$ cat src/rtl/uart_cmd_parser_pkg.sv
// Shared constants, FSM state type and small helpers for the UART command
// parser slice (package uart_cmd_pkg).
package uart_cmd_pkg;

  // ASCII characters recognised or emitted by the parser
  localparam logic [7:0] CH_W    = 8'h57;  // 'W'
  localparam logic [7:0] CH_W_LC = 8'h77;  // 'w'
  localparam logic [7:0] CH_CR   = 8'h0D;
  localparam logic [7:0] CH_LF   = 8'h0A;
  localparam logic [7:0] CH_ACK  = 8'h4B;  // 'K'
  localparam logic [7:0] CH_NAK  = 8'h45;  // 'E'

  // err_code values
  localparam logic [1:0] ERR_NONE    = 2'd0;
  localparam logic [1:0] ERR_CHAR    = 2'd1;
  localparam logic [1:0] ERR_RANGE   = 2'd2;
  localparam logic [1:0] ERR_TIMEOUT = 2'd3;

  // Line parser states: one state per expected character of "Waaddd<EOL>"
  typedef enum logic [3:0] {
    IDLE,
    A1,
    A0,
    D2,
    D1,
    D0,
    EOL,
    ISSUE,
    DISCARD
  } state_t;

  function automatic logic is_eol(input logic [7:0] ch);
    return (ch == CH_CR) || (ch == CH_LF);
  endfunction

endpackage

$ cat src/rtl/uart_cmd_parser_hex_ascii_decode.sv
// Combinational ASCII hex digit decoder: '0'-'9', 'A'-'F', 'a'-'f'.
module hex_ascii_decode (
  input  logic [7:0] ch,
  output logic       is_hex,
  output logic [3:0] nibble
);

  // Map a character to its nibble value and flag whether it is a hex digit
  always_comb begin
    is_hex = 1'b0;
    nibble = '0;
    if (ch >= 8'h30 && ch <= 8'h39) begin
      is_hex = 1'b1;
      nibble = ch[3:0];
    end else if ((ch >= 8'h41 && ch <= 8'h46) || (ch >= 8'h61 && ch <= 8'h66)) begin
      // 'A'/'a' have low nibble 1, so adding 9 yields 10..15
      is_hex = 1'b1;
      nibble = ch[3:0] + 4'd9;
    end
  end

endmodule

$ cat src/rtl/uart_cmd_parser.sv
// UART line-command parser: turns "Waaddd<EOL>" lines into WM8731 control
// words {addr[6:0], data[8:0]} on a valid/ready interface, rejecting
// malformed, out-of-range and stalled lines with an error code.
// Optional macro UART_CMD_ACK_EN adds a one-entry 'K'/'E' response channel
// towards the UART transmitter.
module uart_cmd_parser
  import uart_cmd_pkg::*;
#(
  parameter int unsigned TIMEOUT_CYCLES = 50000
) (
  input  logic        clk,
  input  logic        rst,
  input  logic [7:0]  rx_data,
  input  logic        rx_valid,
  output logic [15:0] cmd_word,
  output logic        cmd_valid,
  input  logic        cmd_ready,
  output logic        err_pulse,
  output logic [1:0]  err_code,
  output logic        ovf,
  output logic        busy
`ifdef UART_CMD_ACK_EN
  ,
  output logic [7:0]  tx_data,
  output logic        tx_valid,
  input  logic        tx_ready
`endif
);

  localparam int unsigned CW = $clog2(TIMEOUT_CYCLES + 1);
  localparam logic [CW-1:0] CNT_LAST = CW'(TIMEOUT_CYCLES - 1);

  state_t        state_q, state_d;
  logic [CW-1:0] cnt_q, cnt_d;
  logic          is_hex;
  logic [3:0]    nib;
  logic          in_line;
  logic          timeout;
  logic [1:0]    err_kind;
  logic          err_set;
  logic          load_word;
  logic          handshake;
  logic          rx_ovf;
  logic          ovf_set;

  logic [2:0]    addr_hi_q;
  logic [3:0]    addr_lo_q;
  logic          d2_q;
  logic [3:0]    d1_q;
  logic [3:0]    d0_q;

  hex_ascii_decode u_hex (
    .ch     (rx_data),
    .is_hex (is_hex),
    .nibble (nib)
  );

  assign in_line = (state_q == A1) || (state_q == A0) || (state_q == D2) ||
                   (state_q == D1) || (state_q == D0) || (state_q == EOL);
  assign busy    = (state_q != IDLE);

  // Next-state, error classification and inter-byte timeout detection
  always_comb begin
    state_d   = state_q;
    err_kind  = ERR_NONE;
    load_word = 1'b0;
    handshake = 1'b0;
    rx_ovf    = 1'b0;
    timeout   = 1'b0;
    unique case (state_q)
      IDLE: if (rx_valid) begin
        if (rx_data == CH_W || rx_data == CH_W_LC) state_d = A1;
        else if (!is_eol(rx_data))                 err_kind = ERR_CHAR;
      end
      A1: if (rx_valid) begin
        if (!is_hex)       err_kind = ERR_CHAR;
        else if (nib[3])   err_kind = ERR_RANGE;
        else               state_d = A0;
      end
      A0: if (rx_valid) begin
        if (!is_hex) err_kind = ERR_CHAR;
        else         state_d = D2;
      end
      D2: if (rx_valid) begin
        if (!is_hex)            err_kind = ERR_CHAR;
        else if (nib[3:1] != 0) err_kind = ERR_RANGE;
        else                    state_d = D1;
      end
      D1: if (rx_valid) begin
        if (!is_hex) err_kind = ERR_CHAR;
        else         state_d = D0;
      end
      D0: if (rx_valid) begin
        if (!is_hex) err_kind = ERR_CHAR;
        else         state_d = EOL;
      end
      EOL: if (rx_valid) begin
        if (is_eol(rx_data)) begin
          state_d   = ISSUE;
          load_word = 1'b1;
        end else begin
          err_kind = ERR_CHAR;
        end
      end
      ISSUE: begin
        rx_ovf = rx_valid;
        if (cmd_ready) begin
          handshake = 1'b1;
          state_d   = IDLE;
        end
      end
      DISCARD: if (rx_valid && is_eol(rx_data)) state_d = IDLE;
      default: state_d = IDLE;
    endcase

    // A byte arriving in the expiry cycle suppresses the timeout
    if (in_line && !rx_valid && cnt_q == CNT_LAST) begin
      timeout  = 1'b1;
      err_kind = ERR_TIMEOUT;
      state_d  = IDLE;
    end else if (err_kind != ERR_NONE) begin
      state_d = DISCARD;
    end

    err_set = (err_kind != ERR_NONE);
    cnt_d   = (in_line && !rx_valid && !timeout) ? cnt_q + CW'(1) : '0;
  end

  // State, timeout counter and command/error output registers
  always_ff @(posedge clk) begin
    if (rst) begin
      state_q   <= IDLE;
      cnt_q     <= '0;
      cmd_word  <= '0;
      cmd_valid <= 1'b0;
      err_pulse <= 1'b0;
      err_code  <= ERR_NONE;
    end else begin
      state_q   <= state_d;
      cnt_q     <= cnt_d;
      err_pulse <= err_set;
      if (err_set) err_code <= err_kind;
      if (load_word) begin
        cmd_word  <= {addr_hi_q, addr_lo_q, d2_q, d1_q, d0_q};
        cmd_valid <= 1'b1;
      end else if (handshake) begin
        cmd_valid <= 1'b0;
      end
    end
  end

  // Capture each hex field as its character is accepted
  always_ff @(posedge clk) begin
    if (rst) begin
      addr_hi_q <= '0;
      addr_lo_q <= '0;
      d2_q      <= 1'b0;
      d1_q      <= '0;
      d0_q      <= '0;
    end else if (rx_valid && is_hex) begin
      unique case (state_q)
        A1:      addr_hi_q <= nib[2:0];
        A0:      addr_lo_q <= nib;
        D2:      d2_q      <= nib[0];
        D1:      d1_q      <= nib;
        D0:      d0_q      <= nib;
        default: ;
      endcase
    end
  end

`ifdef UART_CMD_ACK_EN
  logic       tx_push;
  logic       tx_drop;
  logic [7:0] tx_char;

  assign tx_push = handshake || err_set;
  assign tx_char = handshake ? CH_ACK : CH_NAK;
  // A response is lost only if the register is full and not draining this cycle
  assign tx_drop = tx_push && tx_valid && !tx_ready;
  assign ovf_set = rx_ovf || tx_drop;

  // One-entry response holding register towards the UART transmitter
  always_ff @(posedge clk) begin
    if (rst) begin
      tx_valid <= 1'b0;
      tx_data  <= '0;
    end else begin
      if (tx_valid && tx_ready) tx_valid <= 1'b0;
      if (tx_push && (!tx_valid || tx_ready)) begin
        tx_valid <= 1'b1;
        tx_data  <= tx_char;
      end
    end
  end
`else
  assign ovf_set = rx_ovf;
`endif

  // Sticky overflow flag, cleared only by reset
  always_ff @(posedge clk) begin
    if (rst)          ovf <= 1'b0;
    else if (ovf_set) ovf <= 1'b1;
  end

endmodule

$ cat config.mk
export PLATFORM = sky130hd
export DESIGN_NAME = uart_cmd_parser
export DESIGN_NICKNAME = d
export VERILOG_FILES = /design/src/rtl/uart_cmd_parser_pkg.sv /design/src/rtl/uart_cmd_parser_hex_ascii_decode.sv /design/src/rtl/uart_cmd_parser.sv
export SDC_FILE = /design/constraint.sdc
export NUM_CORES = 1
export LEC_CHECK = 0
export BUFFER_PORTS_ARGS = -buffer_cell sky130_fd_sc_hd__buf_4
export CELL_PAD_IN_SITES_DETAIL_PLACEMENT = 1
export CELL_PAD_IN_SITES_GLOBAL_PLACEMENT = 1
export CORE_MARGIN = 3
export CORE_UTILIZATION = 40
export DETAILED_ROUTE_END_ITERATION = 8
export GPL_ROUTABILITY_DRIVEN = 0
export HOLD_SLACK_MARGIN = 0.15
export PLACE_DENSITY = 0.78
export SLEW_MARGIN = 20
export SYNTH_ARGS = -nofsm -noshare
export SYNTH_HDL_FRONTEND = slang
export SYNTH_SLANG_ARGS = --single-unit
$ cat constraint.sdc
create_clock -name clk -period 2.2 [get_ports clk]
set_input_delay 0.44 -clock clk [delete_from_list [all_inputs] [get_ports clk]]
set_output_delay 0.44 -clock clk [all_outputs]
set_load 0.02 [all_outputs]
# Word-level counts from Yosys, hierarchy flattened
# Cells that the tools add are included.
dict set report word_totals {
  elab_cells 153
  input_bits 12
  reg_bits 57
}
dict set report op_classes {
  addsub 2
  n_bitwise 1
  eq_ne 49
  n_mux 47
  n_lt_le_gt_ge 6
  reduce_logical 35
}
# op n
set ops {}
lappend ops {{4-bit 2-to-1 mux} 21}
lappend ops {{3-bit by 2-bit inequality test with 1-bit output (second input constant)} 13}
lappend ops {{4-bit one-hot mux with 9 select lines} 1}
lappend ops {{18-bit AND reduction} 2}
lappend ops {{2-bit inequality test (second input constant)} 17}
lappend ops {{16-bit by 1-bit adder with 16-bit output (second input constant)} 1}
lappend ops {{16-bit equality test (second input constant)} 1}
lappend ops {{4-bit by 3-bit equality test with 1-bit output (second input constant)} 4}
lappend ops {{8-bit by 4-bit equality test with 1-bit output (second input constant)} 2}
lappend ops {{8-bit by 7-bit equality test with 1-bit output (second input constant)} 2}
lappend ops {{8-bit by 7-bit >= comparator with 1-bit output (second input constant)} 2}
lappend ops {{8-bit by 7-bit less-or-equal comparator with 1-bit output (second input constant)} 2}
lappend ops {{1-bit 2-to-1 mux} 16}
lappend ops {{2-bit 2-to-1 mux} 8}
lappend ops {{3-bit inequality test (second input constant)} 4}
lappend ops {{2-bit one-hot mux with 5 select lines} 1}
lappend ops {{2-bit AND reduction} 5}
lappend ops {{4-bit by 2-bit equality test with 1-bit output (second input constant)} 2}
lappend ops {{8-bit by 6-bit >= comparator with 1-bit output (second input constant)} 1}
lappend ops {{8-bit by 6-bit less-or-equal comparator with 1-bit output (second input constant)} 1}
lappend ops {{1-bit logical AND} 8}
lappend ops {{1-bit logical OR} 8}
lappend ops {{2-bit nonzero test} 3}
lappend ops {{3-bit OR reduction} 2}
lappend ops {{11 further kinds} 13}

# Logic depth before layout (Yosys ltp)
# Gate-level depths: netlist (run 1).
dict set report depth {
  depth_word 13
  ltp_mapped 9
}

# Modules after synthesis
# From an unflattened synthesis (run 1), not the netlist that was laid out.
dict set report unflattened {
  cells_unflattened 303
  area_unflattened_um2 2831.5
}
# module area_per_inst_um2 seq_area_each_um2 cells_per_inst n_inst
set modules_own_cells {}
lappend modules_own_cells {uart_cmd_parser 2627.5 1141.1 278 1}
lappend modules_own_cells {hex_ascii_decode 203.9 0.0 25 1}

# Least setup slack after synthesis (run 1)
# No wires, ideal clock.
dict set report synth_path {
  kind {input to register}
  start {in rx_data[1]}
  end {reg state_q[0]}
  path_stages 8
  setup_ns 0.070
  path_slack_ns -0.002
  t_arrival_ns 2.132
  n_path_buf 0
  cell_sequence {inv_1 ha_1 or3b_1 and3_4 a22oi_4 nand4b_2 or4_1 a21oi_1}
}
dict set report synth_via {
  elab_chain_len 12
  word_cells_on_any_way 49
  classes_between {add/sub (1); order compare (6); eq/ne (14); mux (17); reduce/logical (11)}
}
# element line_no
set synth_rtl {}
lappend synth_rtl {{start: declaration} uart_cmd_parser.sv:13} ;# input logic [7:0] rx_data,
lappend synth_rtl {{8-bit by 7-bit >= comparator with 1-bit output / 8-bit by 7-bit less-or-equal comparator with 1-bit output (equally long branches)} uart_cmd_parser_hex_ascii_decode.sv:15} ;# end else if ((ch >= 8'h41 && ch <= 8'h46) || (ch >= 8'h61 && ch <= 8'h66)) begin
lappend synth_rtl {{1-bit logical AND} uart_cmd_parser_hex_ascii_decode.sv:15}
lappend synth_rtl {{1-bit logical OR} uart_cmd_parser_hex_ascii_decode.sv:15}
lappend synth_rtl {{4-bit 2-to-1 mux} uart_cmd_parser_hex_ascii_decode.sv:15}
lappend synth_rtl {{4-bit 2-to-1 mux} uart_cmd_parser_hex_ascii_decode.sv:12} ;# if (ch >= 8'h30 && ch <= 8'h39) begin
lappend synth_rtl {{3-bit nonzero test} uart_cmd_parser.sv:86} ;# else if (nib[3:1] != 0) err_kind = ERR_RANGE;
lappend synth_rtl {{2-bit 2-to-1 mux} uart_cmd_parser.sv:86}
lappend synth_rtl {{2-bit 2-to-1 mux} uart_cmd_parser.sv:85} ;# if (!is_hex) err_kind = ERR_CHAR;
lappend synth_rtl {{2-bit 2-to-1 mux} uart_cmd_parser.sv:84} ;# D2: if (rx_valid) begin
lappend synth_rtl {{2-bit one-hot mux with 5 select lines} uart_cmd_parser.sv:70} ;# unique case (state_q)
lappend synth_rtl {{2-bit nonzero test} uart_cmd_parser.sv:121} ;# end else if (err_kind != ERR_NONE) begin
lappend synth_rtl {{3-bit OR reduction (no line)} --}
lappend synth_rtl {{end signal: assignment} uart_cmd_parser.sv:139} ;# state_q <= state_d;
lappend synth_rtl {{end: declaration} uart_cmd_parser.sv:33} ;# state_t state_q, state_d;
# Several ways; a longest one is shown, not always the timed one.
# A chain may end at the register's enable or synchronous reset.

# Worst setup path in the final report (run 1)
# Same ends and word-level chain as after synthesis.

==> results of run 1 <==
worst max-delay path by stage:
stage | startpoint | to | cells past startpoint
final | rx_data[1] | state_q[0] | 9
after global routing | rx_data[1] | state_q[1] | 9
after CTS | state_q[0] | state_q[1] | 6
after detailed placement | rx_data[1] | state_q[1] | 9
after global placement | rx_data[1] | state_q[0] | 9
after floorplan | rx_data[1] | state_q[0] | 8
metrics by stage:
stage / cell area, µm² / cells
after CTS: 3400 / 427
after detailed placement: 3170 / 411
final: 3430 / 427
after global routing: 3430 / 427
after floorplan: 2700 / 289
after global placement: 3170 / 411
metal layers:
layer  global-route usage (%)  vias to the layer above  wire [µm]
met3                     3.76                       14        248
met1                     24.8                     1147       3230
met2                     31.4                       45       3310
met4                     10.3                        0        186
li1                         -                     1129          -
met5                        0                        -          0
final cells by class:
| cell class | instances | area (µm²) |
|---|---|---|
| multi-input cells | 213 | 1490 |
| well taps | 77 | 96.3 |
| repair buffers | 59 | 455 |
| clock buffers | 11 | 151 |
| fillers | 754 | 2990 |
| inverters | 5 | 18.8 |
| flip-flops and latches | 57 | 1140 |
| clock inverters | 5 | 77.6 |
power by group through the flow:
stage / sequential, µW / combinational, µW / clock, µW
2_1_floorplan: 1090 / 175 / 0
3_3_place_gp: 1080 / 286 / 0
3_5_place_dp: 1090 / 298 / 0
4_1_cts: 1060 / 303 / 1150
5_1_grt: 1060 / 347 / 1190
6_report: 1060 / 322 / 1120
Yosys cell counts (all sizes together), types with 5 or more instances:
cell type | instances | share of area, %
buf | 9 | 2.2
clkbuf | 5 | 0.70
inv | 5 | 0.70
a21oi | 9 | 1.8
xor2 | 9 | 2.9
mux2i | 29 | 11
xnor2 | 7 | 2.3
ha | 5 | 2.3
nor3 | 7 | 1.5
o21ai | 6 | 1.3
nor2 | 60 | 8.5
dfxtp | 57 | 42
nand4 | 5 | 1.2
nand2 | 12 | 1.7
nand3 | 14 | 2.6
state kept, by name, summed over array words and instances, names as in the netlist:
name	flops
cmd_word	16
cnt_q	16
addr_lo_q	4
d0_q	4
d1_q	4
state_q	4
addr_hi_q	3
err_code	2
cmd_valid	1
d2_q	1
err_pulse	1
ovf	1
repair_timing:
item	in CTS	in global routing
hold endpoints to repair	0	0
setup endpoints to repair	0	6
gates resized for setup	0	7
cell families after synthesis:
group / after synthesis / share of synthesized area, %
AOI/OAI and AO/OA: 33 / 9.13
xor gates and xnor gates: 16 / 5.22
adders and majority gates: 5 / 2.33
buffers and inverters: 19 / 3.63
DFF: 57 / 42.5
muxes: 31 / 11.8
and+or+nand+nor: 128 / 25.4
==> qor.yml, run 1 <==
finish:
  nNetsFinal: 362
  final_common_cell: "nor2_1"
  synthToLayoutAreaGrowth_pct: 27.7
  final_cell_mix: "nor2_1, buf_4, dfxtp_1"
  fin_util_pct: 53.4
  drive_gt1_share_pct: 28.0
  diodes: 0
yosys:
  synth.distinct_cells: 58
  synth_cells: 289
  synth_area_per_cell_um2: 9.30
  ys_seq_elements: 57
  synth_area_um2: 2690
  async_flop_share_pct: 0
  synth_edf_count: 0
  ys.flop_type: "dfxtp_1"
  synth.net_count: 306
  yosysWarnings: 0
  seq_area_frac_synth_pct: 42.5
critical_path:
  crit_family: "simple AND/OR/NAND/NOR gates"
  r2r-end: "state_q[0]"
  rrSetupSlack_ns: 0.09
  rr_worst_depth: 6
  r2r_start: "state_q[0]"
  cp_max_fo: 5
  worstPathArrival_ns: 2.38
  crit_chain: "buf_4, inv_1, ha_2, or3b_1, and3_4, a22oi_4, nand4b_4, or4_1, a21oi_2"
  worst-path-buf-inv: 2
  endpoint_kind: "flip-flop"
  start_kind: "input pin"
  cp.required_ns: 2.47
  slowest_stage: "or4_1"
  crit_path_max_incr_delay_ns: 0.51
  criticalPathCategory: "in2reg"
cts:
  h-tree-depth: 3
  cts_tree: "built"
  clk_pin_slew_ns: 0.07
  clk_path_buf_depth: 2
  cts.sinks: 57
  cts_hold_buf: 0
  postCtsSetupBuffers: 0
  numCtsBuffers: 9
  cts_root_buf: "clkbuf_8"
  clock_latency_ns: 0.34
sta:
  min_period_over_period_pct: 96.1
  fin_crit_ns: 2.11
  slew_violations: 0
  hold_violations: 0
  fin_tns_setup_ns: 0
  finalSetupViolCount: 0
  hold_ws_ns: 0.461
  max_freq_ghz: 0.473
  slew-limit-headroom_pct: 64.9
  fin_skew_ns: 0.00679
  layout_setup_ws_ns: 0.0862
  max_slew.worst_pin.slew_ns: 0.523
worst_hold_path:
  hold_path_class: "reg2reg"
  whs_path_depth: 1
  holdPathEnd: "cnt_q[0]"
  worstHoldStart: "cnt_q[0]"
grt:
  grt_usage_pct: 19.6
  first_global_vias: 2376
  grt_max_degree: 40
  grt_pass1_wl_um: 11700
  antenna_found_initial: 0
  grt_overflow_total: 0
power:
  swShare_pct: 25.0
  power_frac_seq_pct: 42.4
  power_density_nw_per_um2: 731
  internal_power_uw: 1880
  p_leak_uw: 0.00134
  ir_worst_vdd_mv: 0.420
  combPwrFrac_pct: 12.8
  finalPower_uw: 2510
  pwr-share-clk_pct: 44.7
  p_sw_uw: 628
detailed_routing:
  drc_errors: 0
  drt_iter0_markers: 81
  wirelength_um: 6980
  vias: 2335
  viasPerCell: 5.47
  post_drt_wl_per_cell_um: 16.3
  firstDrtPassIters: 4
  antenna_left: 0
placed_design:
  portBuffers: 33
  dp_slack_ns: -0.227
  hpwl_um: 4940
floorplan:
  dieArea_um2: 7740
  die_y_um: 88.0
  core_um2: 6420
  rows: 29
  initial_core_util_pct: 41.8
  ios: 34
  dieWidth_um: 88.0
run:
  cap_violations: 0
status:
  status: "complete, no violations"
No activity file was read; power rests on OpenSTA's default activity.
==> run 2: changes to the inputs <==
--- a/config.mk
+++ b/config.mk
@@ -13,8 +13,9 @@
 export DETAILED_ROUTE_END_ITERATION = 8
 export GPL_ROUTABILITY_DRIVEN = 0
 export HOLD_SLACK_MARGIN = 0.15
-export PLACE_DENSITY = 0.78
+export PLACE_DENSITY = 0.77
 export SLEW_MARGIN = 20
 export SYNTH_ARGS = -nofsm -noshare
 export SYNTH_HDL_FRONTEND = slang
+export SYNTH_HIERARCHICAL = 1
 export SYNTH_SLANG_ARGS = --single-unit
==> constraint.sdc (replaced) <==
create_clock -name clk -period 1.88 [get_ports clk]
set_input_delay 0.376 -clock clk [delete_from_list [all_inputs] [get_ports clk]]
set_output_delay 0.376 -clock clk [all_outputs]
set_load 0.02 [all_outputs]
==> qor.yml, run 2 <==
power:
  ir_worst_vdd_mv: 0.411  # was 0.420 mV
  p_leak_uw: 0.00154  # was 0.00134 µW
  finalPower_uw: 2800  # was 2510 µW
  power_density_nw_per_um2: 699  # was 731 nW/µm²
finish:
  final_common_cell: "buf_4"  # was nor2_1
  diodes: 0  # unchanged
  fin_util_pct: 58.7  # was 53.4%
  synthToLayoutAreaGrowth_pct: 41.7  # was 27.7%
  top_regs: "cmd_word: 16 flops, cnt_q: 16 flops"  # unchanged
  n_fill_cell: 780  # was 754
  nNetsFinal: 404  # was 362
  final_cell_mix: "buf_4, nor2_1, dfxtp_1"  # was nor2_1, buf_4, dfxtp_1
  multi_input_area_um2: 1770  # was 1490 µm²
  drive_gt1_share_pct: 35.9  # was 28.0%
  seqCellArea_um2: 1140  # about the same
yosys:
  ys_top_cells_by_count: "dfxtp_1, nor2_1, mux2i_1"  # was nor2_1, dfxtp_1, mux2i_1
  synth_top_area_cell: "dfxtp_1"  # unchanged
  synth_top_area_share_pct: 40.3  # was 42.5%
  synth_area_um2: 2830  # was 2690 µm²
  synth.distinct_cells: 59  # was 58
  synth_area_per_cell_um2: 9.34  # was 9.30 µm²
  yosysWarnings: 6  # was 0
  synth_cells: 303  # was 289
  seq_area_frac_synth_pct: 40.3  # was 42.5%
  synth.area.top_cells: "dfxtp_1, mux2i_1, nor2_1"  # unchanged
  synth.net_count: 319  # was 306
  ys.flop_type: "dfxtp_1"  # unchanged
  async_flop_share_pct: 0  # unchanged
  ys_seq_elements: 57  # unchanged
  synth_edf_count: 0  # unchanged
critical_path:
  r2r_start: "state_q[2]"  # was state_q[0]
  endpoint_kind: "flip-flop"  # unchanged
  r2r-end: "cnt_q[3]"  # was state_q[0]
  criticalPathCategory: "in2reg"  # unchanged
  critPathCapture: "state_q[0]"  # unchanged
  cp_max_fo: 4  # was 5
  critPathLaunch: "rx_data[0]"  # was rx_data[1]
  worstPathArrival_ns: 2.43  # was 2.38 ns
  rrSetupSlack_ns: -0.05  # was 0.09 ns
  rr_worst_depth: 5  # was 6
  cp.required_ns: 2.15  # was 2.47 ns
  start_kind: "input pin"  # unchanged
worst_hold_path:
  worstHoldStart: "rst"  # was cnt_q[0]
  hold_path_class: "in2reg"  # was reg2reg
detailed_routing:
  wirelength_um: 8690  # was 6980 µm
  vias: 2583  # was 2335
  firstDrtPassIters: 4  # unchanged
  antenna_left: 0  # unchanged
  drt_iter0_markers: 68  # was 81
  drc_errors: 0  # unchanged
  viasPerCell: 5.28  # was 5.47
  post_drt_wl_per_cell_um: 17.8  # was 16.3 µm
sta:
  layout_setup_ws_ns: -0.285  # was 0.0862 ns
  hold_violations: 0  # unchanged
  fin_crit_ns: 2.16
  fin_skew_ns: 0.00990  # was 0.00679 ns
  slew-limit-headroom_pct: 53.4  # was 64.9%
  min_period_over_period_pct: 115
  slew_violations: 0  # unchanged
  fin_tns_setup_ns: -2.70  # was 0 ns
  max_freq_ghz: 0.462
  max_slew.worst_pin.slew_ns: 0.693  # was 0.523 ns
  finalSetupViolCount: 42  # was 0
  hold_ws_ns: 0.231  # was 0.461 ns
  rsz0062_at_grt: "true"
floorplan:
  dieWidth_um: 90.1  # was 88.0 µm
  core_um2: 6830  # was 6420 µm²
  ios: 34  # unchanged
  dieArea_um2: 8120  # was 7740 µm²
  initial_core_util_pct: 41.4  # was 41.8%
  rows: 30  # was 29
  die_y_um: 90.1  # was 88.0 µm
cts:
  cts_root_buf: "clkbuf_8"  # unchanged
  clock_latency_ns: 0.33  # was 0.34 ns
  clk_path_buf_depth: 2  # unchanged
  clk_pin_slew_ns: 0.07  # about the same
  cts_hold_buf: 0  # unchanged
  h-tree-depth: 3  # unchanged
  cts_tree: "built"  # unchanged
  numCtsBuffers: 9  # unchanged
  cts.sinks: 57  # unchanged
grt:
  antenna_found_initial: 0  # unchanged
  first_global_vias: 2792  # was 2376
  grt_max_degree: 37  # was 40
  grt_usage_pct: 21.0  # was 19.6%
  grt_pass1_wl_um: 13800  # was 11700 µm
  grt_overflow_total: 0  # unchanged
status:
  status: "finished, violations left"  # was complete, no violations
  failed_checks: "setup timing"
placed_design:
  hpwl_um: 5550  # was 4940 µm
  dp_slack_ns: -0.591  # was -0.227 ns
  portBuffers: 33  # unchanged
run:
  cap_violations: 0  # unchanged
run 2: power by group:
part	switching [µW]	internal, µW	leakage, µW
Sequential	11.0	1210	0.000460
Clock	542	757	0.000110
Combinational	143	137	0.000970
Total	696	2110	0.00154
run 2: cells by family (layout without fill, tap and decap cells):
logic type,after synthesis,count (layout),share of synthesized area [%]
buffers and inverters,19,109,3.40
AOI/OAI and AO/OA,44,44,11.8
DFF,57,57,40.3
adders and majority gates,4,4,1.77
and+or+nand+nor,132,132,26.7
muxes,33,33,11.7
xor gates and xnor gates,14,14,4.33
run 2: area by class of cell:
type / count / area share (%)
Clock buffer: 9 / 3.09
Tap cell: 96 / 2.99
Sequential cell: 57 / 28.5
Clock inverter: 7 / 2.56
Timing Repair Buffer: 87 / 17.7
Inverter: 6 / 1.06
Multi-Input combinational cell: 227 / 44.1
run 2: worst min-delay path by stage:
stage                        to  slack [ns]  cells after the start
floorplan              cnt_q[0]        0.42                      1
global placement       cnt_q[0]        0.43                      1
detailed placement     cnt_q[0]        0.44                      1
CTS                 err_code[1]        0.22                      2
global route          err_pulse        0.23                      2
finish              err_code[1]        0.23                      2
run 2: per-stage QoR:
| stage | cell area (µm²) | instances |
|---|---|---|
| after floorplan | 2910 | 303 |
| after global placement | 3550 | 464 |
| after detailed placement | 3550 | 464 |
| after CTS | 3870 | 483 |
| after global routing | 4010 | 489 |
| final | 4010 | 489 |
run 2: layer usage:
layer / global-route usage [%] / vias up / wire (µm)
li1: - / 1255 / -
met1: 24.7 / 1256 / 3660
met2: 36.3 / 52 / 4540
met3: 4.94 / 20 / 248
met4: 9.06 / 0 / 251
met5: 0 / - / 0
run 2: timing repair:
action                                  in CTS  in global routing
gates resized for setup                     14                 20
setup buffers                                3                  7
endpoints found under the setup margin      20                 55
pin swaps                                   12                 15
run 2: worst max-delay path, cell delays in order:
cell and delay (ns):
buf_12 0.12, inv_12 0.04, ha_4 0.14, nand2b_4 0.06, o211ai_1 0.21, buf_4 0.21, a21oi_4 0.09, and2_4 0.17
o221ai_2 0.21, o221ai_2 0.17, or4_1 0.48, a21oi_1 0.13
